[src/rtl/rr_pkg.sv]
// rr_pkg: shared types and helpers for the on-the-fly converter.
// Digit-width derivation, MSD field extract, FSM state type.
package rr_pkg;

  // Widest packed word the extract helper accepts.
  localparam int RR_VEC_W = 512;

  typedef enum logic [1:0] {
    IDLE,
    CONV,
    DONE
  } rr_state_e;

  // Bits of magnitude per digit: log2 of the radix.
  function automatic int rr_k(input int radix);
    return $clog2(radix);
  endfunction

  // Bits per signed digit: magnitude plus sign.
  function automatic int rr_d(input int radix);
    return $clog2(radix) + 1;
  endfunction

  // Returns digit idx (dw bits each) of vec, zero-padded to 8 bits.
  function automatic logic [7:0] rr_dig(
    input logic [RR_VEC_W-1:0] vec,
    input int                  idx,
    input int                  dw
  );
    logic [RR_VEC_W-1:0] s;
    logic [7:0]          m;
    s = vec >> (idx * dw);
    m = (8'd1 << dw) - 8'd1;
    return s[7:0] & m;
  endfunction

endpackage

[src/rtl/rr_otf_step.sv]
// rr_otf_step: one MSD-first on-the-fly conversion step (combinational).
// Ports: q/qm current registers, d signed digit; q_nxt/qm_nxt updated.
module rr_otf_step #(
  parameter int K  = 2,
  parameter int QW = 19
) (
  input  logic [QW-1:0] q,
  input  logic [QW-1:0] qm,
  input  logic [K:0]    d,
  output logic [QW-1:0] q_nxt,
  output logic [QW-1:0] qm_nxt
);

  logic [QW-1:0] dx;
  logic [QW-1:0] rx;
  logic [QW-1:0] q_add;
  logic [QW-1:0] qm_add;
  logic          d_neg;
  logic          d_pos;

  // Appends are done as true additions so that the out-of-range
  // digit -RADIX still follows the arithmetic update rule.
  always_comb begin
    dx     = {{(QW-K-1){d[K]}}, d};
    rx     = QW'(1) << K;
    d_neg  = d[K];
    d_pos  = !d[K] && (d != '0);
    q_add  = d_neg ? rx + dx : dx;
    qm_add = d_pos ? dx - QW'(1)
                   : rx + dx - QW'(1);
    q_nxt  = ((d_neg ? qm : q) << K) + q_add;
    qm_nxt = ((d_pos ? q : qm) << K) + qm_add;
  end

endmodule

[src/rtl/rr_otf_conv.sv]
// rr_otf_conv: digit-serial OTF converter, redundant word in, 2's comp out.
// Ports: clk, rst, in_valid/in_ready/p_in, out_valid/out_ready/q_out;
// err_out (bad -RADIX digit seen) only when RR_OTF_DIGCHK_EN is defined.
module rr_otf_conv
  import rr_pkg::*;
#(
  parameter  int WIDTH = 4,
  parameter  int RADIX = 4,
  localparam int K     = rr_k(RADIX),
  localparam int D     = rr_d(RADIX),
  localparam int NDIG  = 2 * WIDTH + 1,
  localparam int QW    = K * NDIG + 1,
  localparam int CW    = $clog2(NDIG + 1)
) (
  input  logic            clk,
  input  logic            rst,
  input  logic            in_valid,
  output logic            in_ready,
  input  logic [D*NDIG-1:0] p_in,
  output logic            out_valid,
  input  logic            out_ready,
  output logic [QW-1:0]   q_out
`ifdef RR_OTF_DIGCHK_EN
  ,
  output logic            err_out
`endif
);

  rr_state_e         state_q, state_d;
  logic [D*NDIG-1:0] sreg_q, sreg_d;
  logic [QW-1:0]     q_q, q_d;
  logic [QW-1:0]     qm_q, qm_d;
  logic [CW-1:0]     cnt_q, cnt_d;
  logic [D-1:0]      msd;
  logic [QW-1:0]     q_nxt;
  logic [QW-1:0]     qm_nxt;

`ifdef RR_OTF_DIGCHK_EN
  logic err_q, err_d;
  logic msd_bad;
`endif

  assign msd = D'(rr_dig(RR_VEC_W'(sreg_q), NDIG - 1, D));

  rr_otf_step #(
    .K  (K),
    .QW (QW)
  ) u_step (
    .q      (q_q),
    .qm     (qm_q),
    .d      (msd),
    .q_nxt  (q_nxt),
    .qm_nxt (qm_nxt)
  );

`ifdef RR_OTF_DIGCHK_EN
  // -RADIX is sign bit set with all magnitude bits clear.
  assign msd_bad = (msd == {1'b1, {K{1'b0}}});
`endif

  always_ff @(posedge clk or posedge rst) begin
    if (rst) begin
      state_q <= IDLE;
      sreg_q  <= '0;
      q_q     <= '0;
      qm_q    <= '1;
      cnt_q   <= '0;
`ifdef RR_OTF_DIGCHK_EN
      err_q   <= 1'b0;
`endif
    end else begin
      state_q <= state_d;
      sreg_q  <= sreg_d;
      q_q     <= q_d;
      qm_q    <= qm_d;
      cnt_q   <= cnt_d;
`ifdef RR_OTF_DIGCHK_EN
      err_q   <= err_d;
`endif
    end
  end

  always_comb begin
    state_d = state_q;
    sreg_d  = sreg_q;
    q_d     = q_q;
    qm_d    = qm_q;
    cnt_d   = cnt_q;
`ifdef RR_OTF_DIGCHK_EN
    err_d   = err_q;
`endif
    unique case (state_q)
      IDLE: begin
        if (in_valid) begin
          sreg_d  = p_in;
          q_d     = '0;
          qm_d    = '1;
          cnt_d   = '0;
          state_d = CONV;
`ifdef RR_OTF_DIGCHK_EN
          err_d   = 1'b0;
`endif
        end
      end
      CONV: begin
        sreg_d = sreg_q << D;
        q_d    = q_nxt;
        qm_d   = qm_nxt;
        cnt_d  = cnt_q + CW'(1);
`ifdef RR_OTF_DIGCHK_EN
        if (msd_bad) err_d = 1'b1;
`endif
        if (cnt_q == CW'(NDIG - 1)) begin
          state_d = DONE;
        end
      end
      DONE: begin
        if (out_ready) state_d = IDLE;
      end
      default: state_d = IDLE;
    endcase
  end

  assign in_ready  = (state_q == IDLE);
  assign out_valid = (state_q == DONE);
  assign q_out     = q_q;

`ifdef RR_OTF_DIGCHK_EN
  assign err_out = err_q && (state_q == DONE);
`endif

endmodule

[config.mk]
export PLATFORM = sky130hd
export DESIGN_NAME = rr_otf_conv
export DESIGN_NICKNAME = d
export VERILOG_FILES = /design/src/rtl/rr_pkg.sv /design/src/rtl/rr_otf_step.sv /design/src/rtl/rr_otf_conv.sv
export SDC_FILE = /design/constraint.sdc
export NUM_CORES = 1
export LEC_CHECK = 0
export BUFFER_PORTS_ARGS = -buffer_cell sky130_fd_sc_hd__buf_2
export CAP_MARGIN = 20
export CELL_PAD_IN_SITES_DETAIL_PLACEMENT = 1
export CELL_PAD_IN_SITES_GLOBAL_PLACEMENT = 2
export CORE_UTILIZATION = 40
export CTS_BUF_LIST = sky130_fd_sc_hd__clkbuf_8
export DETAILED_ROUTE_END_ITERATION = 10
export GPL_TIMING_DRIVEN = 0
export PLACE_DENSITY = 0.84
export SYNTH_ARGS = -nofsm -noshare
export SYNTH_HDL_FRONTEND = slang
export SYNTH_SLANG_ARGS = --single-unit
[constraint.sdc]
create_clock -name clk -period 6.7 [get_ports clk]
set_clock_uncertainty 0.05 [all_clocks]
set_input_delay 1.34 -clock clk [delete_from_list [all_inputs] [get_ports clk]]
set_output_delay 1.34 -clock clk [all_outputs]
set_load 0.02 [all_outputs]
# == After elaboration in Yosys (flattened, before gate mapping) ==
# Index checks and enable logic that the tools add are counted.
# op_classes
n_addsub,6
eq_ne,6
muxes,16
n_reduce_logical,7
# ops
operator,count
$pmux W27 S2,1
$mux W17,3
$mux W19,2
$pmux W19 S2,1
$pmux W17 S2,1
$mux W27,1
$add A19 B19 Y19,1
$add A17 B17 Y17,1
$sub A17 B1 Y17 const B,1
$mux W15,1
$pmux W4 S2,1
$mux W2,3
$pmux W2 S3,1
$add A4 B3 Y5 const A,1
$add A4 B1 Y4 const B,1
$eq A4 B4 Y1 const B,1
$mux W4,1
$ne A2 B2 Y1 const B,2
$sub A3 B2 Y4 const B,1
$reduce_and A3 Y1,1
$reduce_bool A3 Y1,1
$eq A2 B1 Y1 const B,1
$eq A2 B2 Y1 const B,1
$logic_not A2 Y1,1
5 further kinds,5
# word_totals
register_bits,69
output_inout_bits,21

# == Logic depth before layout (Yosys ltp) ==
# depth
word_depth,5
depth_mapped,15
mapped_depth_nobuf,13

# == By module ==
# A second synthesis with hierarchy kept.
# unflattened
cells_unflattened,437
hier_area_um2,4485.6
# modules_own_cells
mod,n_inst,cells_each,area_per_inst_um2,seq_area_each_um2
rr_otf_conv,1,270,3148.0,1800.5
rr_otf_step,1,167,1337.5,0.0

# == Least setup slack after synthesis ==
# Ideal clock, no wire load.
# synth_path
path_kind,flip-flop to flip-flop
from,register sreg_q[26]
to,register qm_q[16]
setup_ns,0.097
arrival_time_ns,3.219
required_time_ns,6.553
slack_ns,3.335
path_stages_with_launch,15
n_path_buf,3
cell_sequence,dfrtp_1 -> clkbuf_1 -> inv_1 -> ha_1 -> buf_6 -> clkbuf_1 -> mux2_2 -> ha_1 -> inv_1 -> fa_1 -> and2b_1 -> o2111ai_2 -> a21oi_1 -> nor4_1 -> nor4_1
# synth_between
elab_chain_len,5
elab_cells_between_ends,10
# synth_rtl
element,line_no,source
start: declaration,rr_otf_conv.sv:30,"logic [D*NDIG-1:0] sreg_q, sreg_d;"
start signal: assignment,rr_otf_conv.sv:73,sreg_q <= sreg_d;
$add A4 B3 Y5 (tied with other cells),rr_otf_step.sv:30,: rx + dx - QW'(1);
$sub A17 B1 Y17 / $logic_and A1 B1 Y1 (equally long branches),"rr_otf_step.sv:30, rr_otf_step.sv:27",
$mux W17 / $mux W15 (equally long branches),"rr_otf_step.sv:29, rr_otf_step.sv:32",
$add A17 B17 Y17 (*),rr_otf_step.sv:32,qm_nxt = ((d_pos ? q : qm) << K) + qm_add;
$pmux W17 S2 (*),rr_otf_conv.sv:92,unique case (state_q)
end signal: assignment,rr_otf_conv.sv:75,qm_q <= qm_d;
end: declaration,rr_otf_conv.sv:32,"logic [QW-1:0] qm_q, qm_d;"
# Mark *: on every way between the ends. The rest lies on a longest branch, timed or not.
# A chain may end at the register's enable or synchronous reset.

# == Worst setup path in the final report ==
# Ends and elaborated chain as after synthesis.

==> results.md <==
* Status: complete, no violations
* Total Wirelength at 11.51 mm
* Min-Delay Path Class: register to register
* Synth area leader: dfrtp_1
* Top FF cell, synth: dfrtp_1
* IO Pins at 52
* Via/cell ratio at 5.519
* Share of the synthesized area in the top cell type at 31.76%
* Via count at 3549
* Area contributors post-synth: dfrtp_1, dfstp_2, ha_1, a21oi_1, nand2_1
* Yosys synthesis warning count at 0
* Critical path launch point type: register
* CTS tree: built
* Die Area at 10650 um2
* Number of enable flip-flop cells after synthesis at 0
* Clk buf depth at 2
* Max_cap viols at 0
* Mapped Cells at 443
* Crit Path Category: register to register
* Commonest cells post-synth: nand2_1, dfrtp_1, a21oi_1, nor2_1, o21ai_0
* Most frequent cell after synthesis: nand2_1
* Port bufs at 51
* Fin nets at 556
* Seq cells post-synth at 69
* Row cnt at 36
* Dpl hpwl at 8.487 mm
* Worst-skew pair later-pin latency at 350 ps
* Worst slack, placed at 2635 ps
* Pin count of the biggest net entering global routing at 70
* Final WS setup at 2571 ps
* Antenna violations before repair at 0
* Crit end category: register
* Pins Over Slew Limit at 0
* Placer Congestion at 0.8468
* Placed Cells incl. Taps at 627
* Cell area after synthesis at 4098 um2
* Post-DRT Antenna Nets at 0
* Async SR Flop Fraction at 100.0%
* Total CTS buffers at 9
* GRT Overall Usage at 24.44%
* Post-CTS sizing at 0
* Area grow syn2layout at 14.93%
* DRT Pass-1 Iters at 4
* DRC Markers at 0
* Worst-path fanout max at 10
* Netlist cell types at 49
* R2r worst-path depth at 13
* Worst slew pin tran at 877.0 ps
* CTS Hold Bufs at 0
* Final Cycle Share at 61.62%
* # diodes at 0
* Core outline area at 9864 um2
* Slew headroom at 41.53%
* Fin. Hold Viols at 0
* Post-CTS Setup Bufs at 0
* Crit path DAT at 4340 ps
* CTS Sinks at 69
* Die width at 103.2 um
* H-tree levels at 3
* Routed length per instance at 17.89 um
* Max Freq at 242.2 MHz
* First-pass GRT wire length at 19.35 mm
* Non-Filler Instances at 643
* Final min period at 4129 ps
* Number of global-route vias before repair at 3745
* Initial DRC count at 178
* Clk root buf: clkbuf_8
* Syn Nets at 494
* Hold path cells at 1
* Seq/Total Area, Yosys at 42.66%
* Initial Util at 41.54%
* Fillcell total at 1160
* Worst path required time at 6910 ps
* GR Overflow Total at 0
* Clock transition at the registers of the reported paths at 80 ps
* Unrepaired setup endpoints after global routing: false
* Synth Area per Inst at 9.250 um2
* Share of cells above drive strength 1 at 22.16%
* Final Setup Violations at 0
* TNS Setup at 0 ps
* Die height at 103.2 um
state kept, by name, summed over array words and instances (netlist names):
| signal | flops |
|---|---|
| sreg_q | 27 |
| q_out | 19 |
| qm_q | 17 |
| cnt_q | 4 |
| state_q | 2 |
worst max-delay path: stages, from the launching register on:
cell and delay, ps:
dfrtp_1 410, clkbuf_1 320, inv_1 180, ha_1 190
buf_6 160, clkbuf_1 500, a21o_1 450, inv_1 120
fa_1 460, and2b_1 240, o2111ai_2 160, a21oi_1 390
nor4_1 130, nor4_1 280
per-stage QoR:
stage	hold WS, ps	util (%)	cell area, um2
after floorplan	355.4	-	4098
after global placement	372.9	45.81	4519
after detailed placement	381.0	45.84	4522
after CTS	390.2	47.74	4710
after global routing	426.4	47.74	4710
final	401.6	47.74	4710
area by class of cell:
cell class	count	area (um2)	share of cell area (%)
multi-input combinational	333	2172	46.12
sequential	69	1748	37.11
timing repair buffer	51	255.2	5.420
tap	133	166.4	3.533
clock buffer	10	137.6	2.922
buffer	28	128.9	2.736
inverter	13	51.30	1.089
clock inverter	6	50.05	1.063
per-layer routing:
layer,routed length (um),track usage (%),vias up
met5,0,0,-
met1,5594,34.38,1769
met3,401,3.360,14
li1,-,-,1694
met4,197,8.017,0
met2,5312,39.03,72
cell families (layout without fill, tap and decap cells):
kind of cell               after synthesis  after routing  synth area share (%)
muxes                                   35             35                 9.038
and+or+nand+nor                        145            145                 18.02
buffers and inverters                   41            108                 4.336
AOI/OAI and AO/OA                      127            127                 18.38
DFF                                     69             69                 42.66
adders and majority gates               20             20                 6.290
xor gates and xnor gates                 6              6                 1.282
path summary, 6_finish.rpt:
kind | from | to | slack, ps
max | sreg_q[26] | qm_q[16] | 2570
min | sreg_q[24] | qm_q[0] | 400
max reg2reg | sreg_q[26] | qm_q[16] | 2570
min reg2reg | sreg_q[24] | qm_q[0] | 400
max in group asynchronous | rst | sreg_q[1] | 4910
min in group asynchronous | rst | cnt_q[3] | 1110
cell usage in the layout (no fill, tap or decap), types with 6 or more instances in the layout:
cell      count
nor3_1        8
a21o_1        6
o22ai_1       6
a22o_1        6
buf_2        61
ha_1         19
nor2_1       30
nand2_1      56
nand3_1       6
a21oi_1      43
dfstp_2      17
o21ai_0      29
o21ai_1      17
mux2i_1      19
and3b_1      24
inv_1        16
clkbuf_1     16
dfrtp_1      52
clkbuf_8     10
mux2_2       16
Power is not shown: default switching activity piles up to over one toggle a cycle in this logic, so the estimate is an artifact.
